`config.mk`:
```
export PLATFORM = sky130hd
export DESIGN_NAME = game_mode_ctrl_flat
export DESIGN_NICKNAME = d
export VERILOG_FILES = /design/src/rtl/game_mode_ctrl_if.sv /design/src/rtl/game_mode_ctrl.sv /design/src/flat_wrapper.sv
export SDC_FILE = /design/constraint.sdc
export NUM_CORES = 1
export LEC_CHECK = 0
export BUFFER_PORTS_ARGS = -buffer_cell sky130_fd_sc_hd__buf_2
export CAP_MARGIN = 20
export CORE_MARGIN = 2
export CORE_UTILIZATION = 56
export CTS_CLUSTER_DIAMETER = 100
export DETAILED_ROUTE_END_ITERATION = 12
export GPL_TIMING_DRIVEN = 0
export PLACE_DENSITY = 0.81
export REMOVE_ABC_BUFFERS = 1
export SLEW_MARGIN = 20
export SYNTH_ARGS = -nofsm -noshare
export SYNTH_HDL_FRONTEND = slang
export SYNTH_SLANG_ARGS = --single-unit
```
`constraint.sdc`:
```
create_clock -name clk -period 6.9 [get_ports clk]
set_input_delay 1.38 -clock clk [delete_from_list [all_inputs] [get_ports clk]]
set_output_delay 1.38 -clock clk [all_outputs]
set_load 0.01 [all_outputs]
```
`src/rtl/game_mode_ctrl_if.sv`:
```
// -----------------------------------------------------------------------------
// game_mode_ctrl_if
//   Groups the screen-sequencer signals between the console top level and
//   game_mode_ctrl.
//
//   Handshake: there is no valid/ready pairing on this bus. Every input is a
//   level (or, for key_pulse, a one-cycle code) sampled on each rising clk
//   edge; every output is valid on every cycle. A consumer never stalls the
//   sequencer.
//
//   Inputs to the sequencer : x, y, key, key_pulse, menu_game, menu_rgb,
//                             sdoku_rgb, bb_rgb, sdoku_done, bb_done
//   Outputs of the sequencer: rgb, mode, menu_rst, sdoku_rst, bb_rst,
//                             sdoku_en, bb_en, state_dbg (FSM state, debug)
// -----------------------------------------------------------------------------
interface game_mode_ctrl_if;
  logic [9:0] x;
  logic [9:0] y;
  logic [4:0] key;
  logic [4:0] key_pulse;
  logic [1:0] menu_game;
  logic [2:0] menu_rgb;
  logic [2:0] sdoku_rgb;
  logic [2:0] bb_rgb;
  logic       sdoku_done;
  logic       bb_done;

  logic [2:0] rgb;
  logic [1:0] mode;
  logic       menu_rst;
  logic       sdoku_rst;
  logic       bb_rst;
  logic       sdoku_en;
  logic       bb_en;
  logic [2:0] state_dbg;

  // Driver side (console top level / testbench).
  modport master (
    output x, y, key, key_pulse, menu_game, menu_rgb, sdoku_rgb, bb_rgb,
           sdoku_done, bb_done,
    input  rgb, mode, menu_rst, sdoku_rst, bb_rst, sdoku_en, bb_en, state_dbg
  );

  // Sequencer side.
  modport slave (
    input  x, y, key, key_pulse, menu_game, menu_rgb, sdoku_rgb, bb_rgb,
           sdoku_done, bb_done,
    output rgb, mode, menu_rst, sdoku_rst, bb_rst, sdoku_en, bb_en, state_dbg
  );
endinterface

```
`src/rtl/game_mode_ctrl.sv`:
```
// -----------------------------------------------------------------------------
// game_mode_ctrl
//   Screen/game sequencer for the VGA console. Takes the menu's game-select
//   code, waits for a frame boundary, holds the chosen game in reset for
//   RST_CYCLES, runs it, and returns to the menu on game-over (after the
//   player confirms with SEL_KEY) or on an ESC_KEY held for HOLD_CYCLES.
//   Every screen switch lands on a frame boundary (x==0, y==0).
//
//   Ports:
//     clk  - pixel clock, only clock
//     rst  - synchronous active-high reset
//     bus  - game_mode_ctrl_if.slave (pixel position, keys, menu select,
//            game colours and done levels in; rgb, mode, per-screen
//            resets/enables and debug state out)
// -----------------------------------------------------------------------------
module game_mode_ctrl #(
  parameter logic [4:0]  SEL_KEY     = 5'h1d,
  parameter logic [4:0]  ESC_KEY     = 5'h1c,
  parameter int unsigned HOLD_CYCLES = 25_000_000,
  parameter int unsigned RST_CYCLES  = 16
) (
  input logic             clk,
  input logic             rst,
  game_mode_ctrl_if.slave bus
);

  typedef enum logic [2:0] {
    S_MENU    = 3'd0,
    S_WAIT_IN = 3'd1,
    S_LOAD    = 3'd2,
    S_RUN     = 3'd3,
    S_OVER    = 3'd4,
    S_EXIT    = 3'd5
  } state_t;

  localparam logic [24:0] HOLD_MAX  = 25'(HOLD_CYCLES);
  localparam logic [4:0]  LOAD_LAST = 5'(RST_CYCLES - 1);

  state_t      state_q, state_d;
  logic        tgt_q, tgt_d;        // 0 = Sudoku, 1 = Bubble Bobble
  logic [24:0] hold_q, hold_d;
  logic [24:0] hold_next;
  logic [4:0]  load_q, load_d;

  logic [1:0]  mode_q, mode_d;
  logic        menu_rst_q, menu_rst_d;
  logic        sdoku_rst_q, sdoku_rst_d;
  logic        bb_rst_q, bb_rst_d;
  logic        sdoku_en_q, sdoku_en_d;
  logic        bb_en_q, bb_en_d;

  logic        frame_start;
  logic        tgt_done;
  logic        game_on;

  assign frame_start = (bus.x == 10'd0) && (bus.y == 10'd0);
  assign tgt_done    = tgt_q ? bus.bb_done : bus.sdoku_done;

  // ESC hold count as it would be after this cycle; saturates.
  always_comb begin
    hold_next = '0;
    if (bus.key == ESC_KEY) begin
      hold_next = (hold_q == HOLD_MAX) ? hold_q : hold_q + 25'd1;
    end
  end

  always_comb begin
    state_d = state_q;
    tgt_d   = tgt_q;
    hold_d  = hold_q;
    load_d  = load_q;
    case (state_q)
      S_MENU: begin
        if (bus.menu_game == 2'b00) begin
          tgt_d   = 1'b0;
          state_d = S_WAIT_IN;
        end else if (bus.menu_game == 2'b01) begin
          tgt_d   = 1'b1;
          state_d = S_WAIT_IN;
        end
      end
      S_WAIT_IN: begin
        if (frame_start) begin
          state_d = S_LOAD;
          load_d  = '0;
        end
      end
      S_LOAD: begin
        if (load_q == LOAD_LAST) begin
          state_d = S_RUN;
          hold_d  = '0;
        end else begin
          load_d = load_q + 5'd1;
        end
      end
      S_RUN: begin
        hold_d = hold_next;
        // Game-over takes priority over a simultaneous hold expiry.
        if (tgt_done) begin
          state_d = S_OVER;
        end else if (hold_next == HOLD_MAX) begin
          state_d = S_EXIT;
        end
      end
      S_OVER: begin
        if (bus.key_pulse == SEL_KEY) begin
          state_d = S_EXIT;
        end
      end
      S_EXIT: begin
        if (frame_start) begin
          state_d = S_MENU;
        end
      end
      default: state_d = S_MENU;
    endcase
  end

  // Output decode of the next state, so outputs change on the same edge
  // as the state register.
  always_comb begin
    game_on     = (state_d == S_LOAD) || (state_d == S_RUN) ||
                  (state_d == S_OVER) || (state_d == S_EXIT);
    mode_d      = game_on ? {1'b0, tgt_d} : 2'b11;
    menu_rst_d  = (state_d == S_EXIT);
    sdoku_rst_d = (state_d == S_LOAD) && !tgt_d;
    bb_rst_d    = (state_d == S_LOAD) &&  tgt_d;
    sdoku_en_d  = (state_d == S_RUN)  && !tgt_d;
    bb_en_d     = (state_d == S_RUN)  &&  tgt_d;
  end

  always_ff @(posedge clk) begin
    if (rst) begin
      state_q     <= S_MENU;
      tgt_q       <= 1'b0;
      hold_q      <= '0;
      load_q      <= '0;
      mode_q      <= 2'b11;
      menu_rst_q  <= 1'b0;
      sdoku_rst_q <= 1'b0;
      bb_rst_q    <= 1'b0;
      sdoku_en_q  <= 1'b0;
      bb_en_q     <= 1'b0;
    end else begin
      state_q     <= state_d;
      tgt_q       <= tgt_d;
      hold_q      <= hold_d;
      load_q      <= load_d;
      mode_q      <= mode_d;
      menu_rst_q  <= menu_rst_d;
      sdoku_rst_q <= sdoku_rst_d;
      bb_rst_q    <= bb_rst_d;
      sdoku_en_q  <= sdoku_en_d;
      bb_en_q     <= bb_en_d;
    end
  end

  // Black during LOAD hides the game's half-initialised frame.
  always_comb begin
    if (state_q == S_LOAD) begin
      bus.rgb = 3'b000;
    end else begin
      case (mode_q)
        2'b00:   bus.rgb = bus.sdoku_rgb;
        2'b01:   bus.rgb = bus.bb_rgb;
        default: bus.rgb = bus.menu_rgb;
      endcase
    end
  end

  assign bus.mode      = mode_q;
  assign bus.menu_rst  = menu_rst_q;
  assign bus.sdoku_rst = sdoku_rst_q;
  assign bus.bb_rst    = bb_rst_q;
  assign bus.sdoku_en  = sdoku_en_q;
  assign bus.bb_en     = bb_en_q;
  assign bus.state_dbg = state_q;

endmodule
```
`src/flat_wrapper.sv`:
```
// flat-port wrapper written by rule: the top's interface ports become plain ports
module game_mode_ctrl_flat 
#(
  parameter logic [4:0]  SEL_KEY     = 5'h1d,
  parameter logic [4:0]  ESC_KEY     = 5'h1c,
  parameter int unsigned HOLD_CYCLES = 25_000_000,
  parameter int unsigned RST_CYCLES  = 16
)
  (clk, rst, bus_x, bus_y, bus_key, bus_key_pulse, bus_menu_game, bus_menu_rgb, bus_sdoku_rgb, bus_bb_rgb, bus_sdoku_done, bus_bb_done, bus_rgb, bus_mode, bus_menu_rst, bus_sdoku_rst, bus_bb_rst, bus_sdoku_en, bus_bb_en, bus_state_dbg);
  game_mode_ctrl_if bus_i ();
  input logic clk;
  input logic rst;
  input wire logic [$bits(bus_i.x)-1:0] bus_x;
  input wire logic [$bits(bus_i.y)-1:0] bus_y;
  input wire logic [$bits(bus_i.key)-1:0] bus_key;
  input wire logic [$bits(bus_i.key_pulse)-1:0] bus_key_pulse;
  input wire logic [$bits(bus_i.menu_game)-1:0] bus_menu_game;
  input wire logic [$bits(bus_i.menu_rgb)-1:0] bus_menu_rgb;
  input wire logic [$bits(bus_i.sdoku_rgb)-1:0] bus_sdoku_rgb;
  input wire logic [$bits(bus_i.bb_rgb)-1:0] bus_bb_rgb;
  input wire logic [$bits(bus_i.sdoku_done)-1:0] bus_sdoku_done;
  input wire logic [$bits(bus_i.bb_done)-1:0] bus_bb_done;
  output wire logic [$bits(bus_i.rgb)-1:0] bus_rgb;
  output wire logic [$bits(bus_i.mode)-1:0] bus_mode;
  output wire logic [$bits(bus_i.menu_rst)-1:0] bus_menu_rst;
  output wire logic [$bits(bus_i.sdoku_rst)-1:0] bus_sdoku_rst;
  output wire logic [$bits(bus_i.bb_rst)-1:0] bus_bb_rst;
  output wire logic [$bits(bus_i.sdoku_en)-1:0] bus_sdoku_en;
  output wire logic [$bits(bus_i.bb_en)-1:0] bus_bb_en;
  output wire logic [$bits(bus_i.state_dbg)-1:0] bus_state_dbg;
  assign bus_i.x = bus_x;
  assign bus_i.y = bus_y;
  assign bus_i.key = bus_key;
  assign bus_i.key_pulse = bus_key_pulse;
  assign bus_i.menu_game = bus_menu_game;
  assign bus_i.menu_rgb = bus_menu_rgb;
  assign bus_i.sdoku_rgb = bus_sdoku_rgb;
  assign bus_i.bb_rgb = bus_bb_rgb;
  assign bus_i.sdoku_done = bus_sdoku_done;
  assign bus_i.bb_done = bus_bb_done;
  assign bus_rgb = bus_i.rgb;
  assign bus_mode = bus_i.mode;
  assign bus_menu_rst = bus_i.menu_rst;
  assign bus_sdoku_rst = bus_i.sdoku_rst;
  assign bus_bb_rst = bus_i.bb_rst;
  assign bus_sdoku_en = bus_i.sdoku_en;
  assign bus_bb_en = bus_i.bb_en;
  assign bus_state_dbg = bus_i.state_dbg;
  game_mode_ctrl #(.SEL_KEY(SEL_KEY), .ESC_KEY(ESC_KEY), .HOLD_CYCLES(HOLD_CYCLES), .RST_CYCLES(RST_CYCLES)) u_core (.clk(clk), .rst(rst), .bus(bus_i));
endmodule
```
Word-level counts from Yosys, hierarchy flattened
Cells that the tools add are included.
W data, S select, Z words.
{ "totals": {"register_bits": 41, "latchBits": 0, "ramBits": 0, "mem_bits_ro": 0, "in_bits": 45, "out_inout_bits": 13, "elab_cells": 75, "mem_count": 0} }
{ "classes": {"add_sub_neg": 2, "n_mul": 0, "div": 0, "order_cmp": 0, "eq_ne": 19, "shift": 0, "muxes": 23, "n_bitwise": 1, "n_reduce_logical": 19} }
{ "op_table": {"columns": ["cell", "count"], "rows": [
  ["$mux W25", 3],
  ["$eq A25 B25 Y1 const B", 2],
  ["$pmux W25 S2", 1],
  ["$mux W3", 9],
  ["$add A25 B1 Y25 const B", 1],
  ["$logic_not A10 Y1", 2],
  ["$pmux W3 S6", 1],
  ["$eq A3 B2 Y1 const B", 4],
  ["$eq A3 B3 Y1 const B", 4],
  ["$eq A5 B5 Y1 const B", 2],
  ["$mux W5", 2],
  ["$pmux W5 S2", 1],
  ["$pmux W3 S2", 1],
  ["$add A5 B1 Y5 const B", 1],
  ["$eq A5 B4 Y1 const B", 1],
  ["$logic_and A1 B1 Y1", 5],
  ["$eq A2 B1 Y1 const B", 2],
  ["$logic_not A2 Y1", 2],
  ["$mux W1", 4],
  ["$ne A2 B1 Y1 const B", 2],
  ["$reduce_bool A2 Y1", 2],
  ["$eq A3 B1 Y1 const B", 1],
  ["$logic_not A3 Y1", 1],
  ["$logic_or A1 B1 Y1", 3],
  ["other kinds (7)", 7]
]} }

Longest topological paths before layout
Gate-level depths: netlist of the first run.
{ "logic_depth": {"ltp_word": 13, "ltp_mapped": 10, "mapped_depth_nobuf": 9} }

Worst setup path after synthesis of the first run
No wires, ideal clock.
{ "synth_timing": {"path_type": "input -> register", "start": "in bus_y[0]", "end": "reg u_core.load_q[3]", "setup_ns": 0.070, "arrival_ns": 3.087, "setup_slack_ns": 3.743, "path_stages": 6, "cell_sequence": "or4_1 nor3_1 a31o_2 nand3_1 or3_1 a21oi_1"} }
{ "synth_between": {"elab_chain_cells": 4} }
{ "synth_rtl": {"columns": ["item", "line_no", "source"], "rows": [
  ["start: declaration", "flat_wrapper.sv:14", "input wire logic [$bits(bus_i.y)-1:0] bus_y;"],
  ["$logic_not A10 Y1", "game_mode_ctrl.sv:56", "assign frame_start = (bus.x == 10'd0) && (bus.y == 10'd0);"],
  ["$logic_and A1 B1 Y1", "game_mode_ctrl.sv:56", null],
  ["$ne A2 B1 Y1 (no source line)", null, null],
  ["$reduce_and A3 Y1 (no source line)", null, null],
  ["end signal: assignment", "game_mode_ctrl.sv:148", "load_q <= load_d;"],
  ["end: declaration", "game_mode_ctrl.sv:43", "logic [4:0] load_q, load_d;"]
]} }
No other way between the ends.
A chain may end at the register's enable or synchronous reset.

Worst setup path in the final report of the first run
{ "layout_timing": {"start": "in bus_bb_rgb[1]", "end": "out bus_rgb[1]"} }
{ "layout_between": {"elab_chain_cells": 2} }
{ "layout_rtl": {"columns": ["item", "line_no", "source"], "rows": [
  ["start: declaration", "flat_wrapper.sv:20", "input wire logic [$bits(bus_i.bb_rgb)-1:0] bus_bb_rgb;"],
  ["$pmux W3 S2", "game_mode_ctrl.sv:163", "case (mode_q)"],
  ["$mux W3", "game_mode_ctrl.sv:160", "if (state_q == S_LOAD) begin"],
  ["end: declaration", "flat_wrapper.sv:23", "output wire logic [$bits(bus_i.rgb)-1:0] bus_rgb;"]
]} }
No other way between the ends.

==> results of run 1 <==
## flip-flops by register name (all words and copies together), names as in the netlist
signal and cells:
u_core.bus.sdoku_en 1, u_core.bus.sdoku_rst 1, u_core.load_q 5, u_core.bus.bb_en 1, u_core.bus.menu_rst 1, u_core.bus.bb_rst 1, u_core.tgt_q 1, u_core.hold_q 25
u_core.bus.mode 2, u_core.bus.state_dbg 3
## synth_stat cells (4+ instances only)
cell,instances,area [sq um]
a21oi_1,23,115
a22oi_1,5,37.5
a311oi_1,7,61.3
and3_1,5,31.3
buf_2,5,25.0
clkbuf_1,14,52.6
dfxtp_1,41,821
ha_1,4,50.1
inv_1,4,15.0
mux2i_1,7,70.1
nand2_1,19,71.3
nand2b_1,6,37.5
nand3_1,15,75.1
nand4_1,11,68.8
nor2_1,49,184
nor2b_1,6,37.5
nor3_1,11,55.1
nor3b_1,6,45.0
nor4_1,9,56.3
o21ai_0,23,115
or3_1,7,43.8
xnor2_1,9,78.8
xor2_1,8,70.1
## where the power goes
group          internal, mW  switching [mW]  total (mW)
registers             0.237         0.00157       0.239
clock network        0.0701          0.0822       0.152
logic                0.0155          0.0134      0.0290
## per-layer routing
layer | global-route usage (%) | up-vias | routed length (um)
li1 | - | 1380 | -
met1 | 32.1 | 1279 | 2960
met2 | 46.9 | 132 | 3430
met3 | 5.96 | 15 | 644
met4 | 10.1 | 0 | 138
met5 | 0 | - | 0
## cell usage in the layout, fill, tap and decap left out, types with 2 or more instances in the layout
master    netlist  final
and4_1          3      3
a21o_1          3      3
clkinv_2        0      2
a22oi_1         5      5
a311oi_1        7      7
nor2_1         49     49
a31oi_1         3      3
xnor2_1         9      9
clkbuf_8        0      5
or3_1           7      7
o21ai_0        23     23
a211oi_1        2      2
or4_1           2      2
nor3_1         11     11
a21oi_1        23     23
nand4_1        11     11
inv_1           4      4
mux2i_1         7      7
xor2_1          8      8
and2_1          2      2
nor4_2          2      2
nand2_1        19     19
ha_1            4      4
nand2b_1        6      6
a31o_2          2      2
or4_4           2      2
dfxtp_1        41     41
nor4_1          9      9
and3_1          5      5
nor2b_1         6      6
nor4b_2         2      2
a32oi_1         2      2
buf_2           5     57
nor3b_1         6      6
nand3_1        15     15
## stage by stage
stage          hold slack (ns)  cells  util, %  power [mW]
6_report                 0.489    458     65.6       0.420
5_1_grt                  0.546    458     65.6       0.436
4_1_cts                  0.494    458     65.6       0.423
3_5_place_dp             0.480    450     63.9       0.274
3_3_place_gp             0.466    450     63.9       0.273
2_1_floorplan            0.451    326        -       0.255
## worst reg2reg max path, delay by kind of cell (launching register included)
| family | cells | cell delay (ns) |
|---|---|---|
| simple gates | 6 | 2.17 |
| xor+xnor | 1 | 0.16 |
| flops | 1 | 0.48 |
## area by class of cell
class	instances	area, sq um	area share, %
Sequential cell	41	821	26.3
Inverter	4	15.0	0.481
Clock inverter	2	10.0	0.321
Timing Repair Buffer	57	285	9.14
Tap cell	67	83.8	2.69
Multi-Input combinational cell	281	1830	58.7
Clock buffer	6	72.6	2.33
## cells by family (layout without fill, tap and decap cells)
family | after synthesis | count (layout) | synth area share [%]
AOI/OAI and AO/OA | 79 | 79 | 18.7
xor gates and xnor gates | 17 | 17 | 5.39
adders and majority gates | 4 | 4 | 1.81
buffers and inverters | 25 | 69 | 3.90
DFF | 41 | 41 | 29.7
muxes | 8 | 8 | 2.95
and+or+nand+nor | 173 | 173 | 37.6
## worst max path at each step
stage                        to  cells past startpoint
2_1_floorplan  u_core.load_q[3]                      6
4_1_cts              bus_rgb[1]                      6
6_report             bus_rgb[1]                      6
3_3_place_gp   u_core.load_q[3]                      7
3_5_place_dp   u_core.load_q[3]                      7
5_1_grt              bus_rgb[1]                      6
==> flow_summary.ini, run 1 <==
[flow_run]
cap_viol_max_count = 0

[cells_and_area]
num-fill-cells = 447
final_layout_size_suffix_gt1_share_pct = 21.7
fin_nets = 439
final_area_sq_mm = 0.00312
antenna_cells = 0
area_delta_synth_final_pct = 13.0

[worst_hold_path]
whs_endpoint = u_core.load_q[3]
hp-start = u_core.load_q[3]
hp-class = reg -> reg
min_path_cells = 2

[worst_setup_path]
worstPathCellList = buf_2, mux2i_1, nor2_1, a21oi_1, nor2_1, buf_2
critPathMaxStageDelay_ns = 0.17
start_kind = input pin
worstSetupEndpointType = output port
cp_top_family = buffers and inverters
ff2ff_path_depth = 7
crit_arrival_ns = 2.00
worstPathRequired_ns = 5.52
critPathBufInv = 2
criticalPathCategory = in -> out
worstPathMaxFanout = 1
r2r-start = u_core.hold_q[4]
worstSetupStartpoint = bus_bb_rgb[1]
slowest_stage = buf_2
r2r_end = u_core.bus.state_dbg[1]
regToRegSetupSlack_ns = 3.95

[yosys]
synth_area_sq_mm = 0.00276
avgSynthCellArea_sq_um = 7.96
synth_warnings = 0
async_flop_share_pct = 0
synth_top_flop_cell = dfxtp_1
synth.distinct_cells = 62
synth_edf_count = 0
ys_ff_latch = 41
ys_seq_area_share_pct = 29.7
synthCells = 347

[sta]
max_slew_margin_pct = 37.1
slew_viol_final = 0
fin_crit_sh_pct = 49.0
setup_violations = 0
hold_violations = 0
rsz0062_at_grt = no
setup_ws_ns = 3.52
fin_skew_ns = 0.00293
max_clock_freq_mhz = 296
worst_slew_pin_slew_ns = 0.942
period_needed_ns = 3.38
finalSetupTns_ns = 0

[place]
place_area_sq_mm = 0.00304
portBuffers = 57
dp.final_hpwl_um = 5220
place_congestion = 0.920
dp_slack_ns = 3.43

[cts]
insertion_delay_ns = 0.30
htree_levels = 2
holdBufCountCts = 0
clkTransAtPathRegs_ns = 0.07
numClockSinks = 41
cts-buffers-inserted = 5
postCtsSetupRepairBufs = 0
cts_tree = yes
cts_resized = 0
cts_max_path_buffers = 2
cts_root_buf = clkbuf_8

[grt]
grt_usage_pct = 26.8
antenna_found_initial = 0
grt_pass1_wl_um = 11400
grt.overflow.total = 0
grt_pass1_vias = 2531
grt_max_degree = 38

[routing]
vias_per_cell = 6.13
drt-wirelength-per-cell_um = 15.7
dr_total_vias = 2806
wl_um = 7180
drt_first_pass_iters = 4
drc = 0
ant_nets = 0
drt_iter0_markers = 146

[die]
rows = 25
start_util_pct = 58.1
io_pins = 58
fp.coreArea_sq_mm = 0.00475
fp.dieW_um = 74.2
dieArea_sq_mm = 0.00551
fp.dieH_um = 74.2

[pwr]
p_leak_nw = 1.12
p_per_area_mw_per_mm2 = 135
ir_worst_vdd_v = 0.0000865

[status]
status = complete, no violations
No activity file was read; power rests on OpenSTA's default activity.
==> run 2: changes to the inputs <==
--- a/config.mk
+++ b/config.mk
@@ -5,14 +5,15 @@
 export SDC_FILE = /design/constraint.sdc
 export NUM_CORES = 1
 export LEC_CHECK = 0
+export ABC_AREA = 1
 export BUFFER_PORTS_ARGS = -buffer_cell sky130_fd_sc_hd__buf_2
 export CAP_MARGIN = 20
 export CORE_MARGIN = 2
-export CORE_UTILIZATION = 56
+export CORE_UTILIZATION = 50
 export CTS_CLUSTER_DIAMETER = 100
 export DETAILED_ROUTE_END_ITERATION = 12
 export GPL_TIMING_DRIVEN = 0
-export PLACE_DENSITY = 0.81
+export PLACE_DENSITY = 0.77
 export REMOVE_ABC_BUFFERS = 1
 export SLEW_MARGIN = 20
 export SYNTH_ARGS = -nofsm -noshare
==> constraint.sdc (replaced) <==
create_clock -name clk -period 3.1 [get_ports clk]
set_input_delay 0.62 -clock clk [delete_from_list [all_inputs] [get_ports clk]]
set_output_delay 0.62 -clock clk [all_outputs]
set_load 0.01 [all_outputs]
==> run 2 against run 1 <==
Net effect:
- register-to-register slack worse by 3.3 ns
- core utilization shrank 6.5 points
- combinational power increased by 120%
- worst hold slack lost 0.0029 ns
- wire length rose by 4.0%
- cell area increased by 3.7%
- via count increased by 14%
- final cell count is 32% higher
- synthesized area increased by 1.5%
- highest routed layer unchanged
- critical path depth rose by 8
- synthesized cell count grew 38%
==> flow_summary.ini, run 2 <==
[sta]
setup_ws_ns = 0.255
fin_crit_sh_pct = 91.8
fin_skew_ns = 0.0132
max_slew_margin_pct = 47.8
worst_slew_pin_slew_ns = 0.781
holdWs_ns = 0.486
rsz0062_at_grt = no
period_needed_ns = 2.85
hold_violations = 0
setup_violations = 0
slew_viol_final = 0
max_clock_freq_mhz = 351

[cells_and_area]
final_area_sq_mm = 0.00324
fin_nets = 580
area_delta_synth_final_pct = 15.4
final_common_cell = nand2_1
post-route-util_pct = 59.1
top_register = u_core.hold_q
antenna_cells = 0
largest_register_ffs = 25
layout_common_cells = nand2_1 (147), nor2_1 (62), buf_2 (57)
final_cells = 604
final_layout_size_suffix_gt1_share_pct = 16.5

[worst_hold_path]
hp-class = reg -> reg

[yosys]
yosysTopAreaCell = dfxtp_1
avgSynthCellArea_sq_um = 5.87
synth_area_sq_mm = 0.00280
synth.distinct_cells = 28
synth_edf_count = 0
synth_top_area_share_pct = 29.3
yosysMostFrequentCell = nand2_1
synthCells = 478
ys_seq_area_share_pct = 29.3
synth_top_flop_cell = dfxtp_1
synth_warnings = 0
ys_top_cells_by_count = nand2_1 (147), nor2_1 (63), inv_1 (56)
ys_ff_latch = 41
synth.area.top_cells = dfxtp_1 (29%), nand2_1 (20%), nor2_1 (8.4%)
async_flop_share_pct = 0

[worst_setup_path]
slowest_stage = nor2_4
cpMostUsedCell = nand2_1
critPathMaxStageDelay_ns = 0.61
start_kind = input pin
criticalPathCategory = in -> reg
worstPathCellList = buf_2, or2_2, nor2_4, inv_1, a21oi_1, nand4_1, nor2_1, nand3_1, nand2_1, nand2_1, nand2_1, nand2_2, nand2_2, nand2_1
worstSetupEndpointType = register
worstPathRequired_ns = 3.28
crit_arrival_ns = 3.03
worstPathMaxFanout = 36

[pwr]
p_seq_share_pct = 55.6
power_switching_uw = 236
clockPowerShare_pct = 37.6
power_frac_comb_pct = 6.8
p_leak_nw = 1.31
ir_worst_vdd_v = 0.000245
p_per_area_mw_per_mm2 = 295
swShare_pct = 24.8
p_int_uw = 717

[routing]
met1_length_um = 3270
vias_per_cell = 5.28
drt_first_pass_iters = 5
drt_iter0_markers = 244
drc = 0
drt-wirelength-per-cell_um = 12.4
ant_nets = 0
top_layer = met4
wl_um = 7470
wl_met3_um = 376
dr_total_vias = 3191
wl_met2_um = 3600

[place]
place_congestion = 0.968
dp.final_hpwl_um = 5710
dp_slack_ns = -0.0249
placedCellCount = 596
place_area_sq_mm = 0.00314
portBuffers = 57

[cts]
insertion_delay_ns = 0.31
cts_max_path_buffers = 2
cts-buffers-inserted = 5
cts_resized = 0
clkTransAtPathRegs_ns = 0.08
numClockSinks = 41
cts_tree = yes
htree_levels = 2
holdBufCountCts = 0
postCtsSetupRepairBufs = 0
cts_root_buf = clkbuf_8

[die]
io_pins = 58
fp.dieW_um = 78.9
fp.dieH_um = 78.9
start_util_pct = 51.2
fp.coreArea_sq_mm = 0.00547
rows = 27
dieArea_sq_mm = 0.00622

[grt]
grt_max_degree = 37
grt_pass1_wl_um = 12800
grt_pass1_vias = 2958
antenna_found_initial = 0
grt_usage_pct = 25.5
grt.overflow.total = 0

[flow_run]
cap_viol_max_count = 0

[status]
status = complete, no violations
[run 2: cell types whose count changed in the layout (fill, tap and decap cells not counted), moves of 7 or more]
cell / previous run / this run
nand2_1: 19 / 147
inv_1: 4 / 56
nand3_1: 15 / 43
o21ai_0: 23 / 9
nor2_1: 49 / 62
nor2_2: 0 / 10
nand4_1: 11 / 20
xnor2_1: 9 / 0
a311oi_1: 7 / 0
mux2i_1: 7 / 0
or3_1: 7 / 0
[run 2: final cells by class]
| cell class | instances | area, sq um |
|---|---|---|
| clock inverters | 2 | 15.0 |
| well taps | 72 | 90.1 |
| inverters | 60 | 226 |
| multi-input cells | 365 | 1710 |
| clock buffers | 6 | 72.6 |
| flip-flops and latches | 41 | 821 |
| fillers | 562 | 2240 |
| repair buffers | 58 | 300 |
[run 2: path summary, 6_finish.rpt]
| path | start | to | slack (ns) | depth (start not counted) |
|---|---|---|---|---|
| worst max-delay path | bus_key[1] | u_core.bus.mode[0] | 0.25 | 14 |
| worst min-delay path | u_core.load_q[4] | u_core.load_q[4] | 0.49 | 2 |
| worst max register to register | u_core.hold_q[0] | u_core.bus.mode[0] | 0.62 | 16 |
| worst min register to register | u_core.load_q[4] | u_core.load_q[4] | 0.49 | 2 |
[run 2: cells by family (layout without fill, tap and decap cells)]
group / after synthesis / in the layout / share of synthesized area (%)
AO/OA/AOI/OAI: 42 / 42 / 7.81
XOR/XNOR: 3 / 3 / 0.937
AND/OR/NAND/NOR: 316 / 316 / 50.2
flip-flops: 41 / 41 / 29.3
adder cells (fa/ha/maj): 4 / 4 / 1.78
buffers and inverters: 72 / 126 / 9.99
[run 2: per-layer routing]
| metal | track usage [%] | vias up |
|---|---|---|
| met1 | 30.1 | 1422 |
| met4 | 11.2 | 0 |
| met5 | 0 | - |
| met2 | 46.1 | 103 |
| met3 | 3.41 | 18 |
| li1 | - | 1648 |
[run 2: power by group through the flow]
| stage | clock [mW] | combinational (mW) | sequential, mW |
|---|---|---|---|
| 3_3_place_gp | 0 | 0.0623 | 0.542 |
| 6_report | 0.359 | 0.0647 | 0.530 |
| 5_1_grt | 0.387 | 0.0730 | 0.530 |
| 2_1_floorplan | 0 | 0.0230 | 0.543 |
| 4_1_cts | 0.369 | 0.0646 | 0.530 |
| 3_5_place_dp | 0 | 0.0644 | 0.542 |
[run 2: critical path, delay by kind of cell]
| family | cells | cell delay (ns) |
|---|---|---|
| buffers and inverters | 2 | 0.41 |
| AND/OR/NAND/NOR | 11 | 1.71 |
| AO/OA/AOI/OAI | 1 | 0.27 |
[run 2: stage by stage]
stage / power (mW) / setup TNS [ns]
finish: 0.953 / 0
detailed placement: 0.607 / -0.0249
global placement: 0.605 / 0
CTS: 0.963 / 0
global route: 0.991 / 0
floorplan: 0.566 / 0
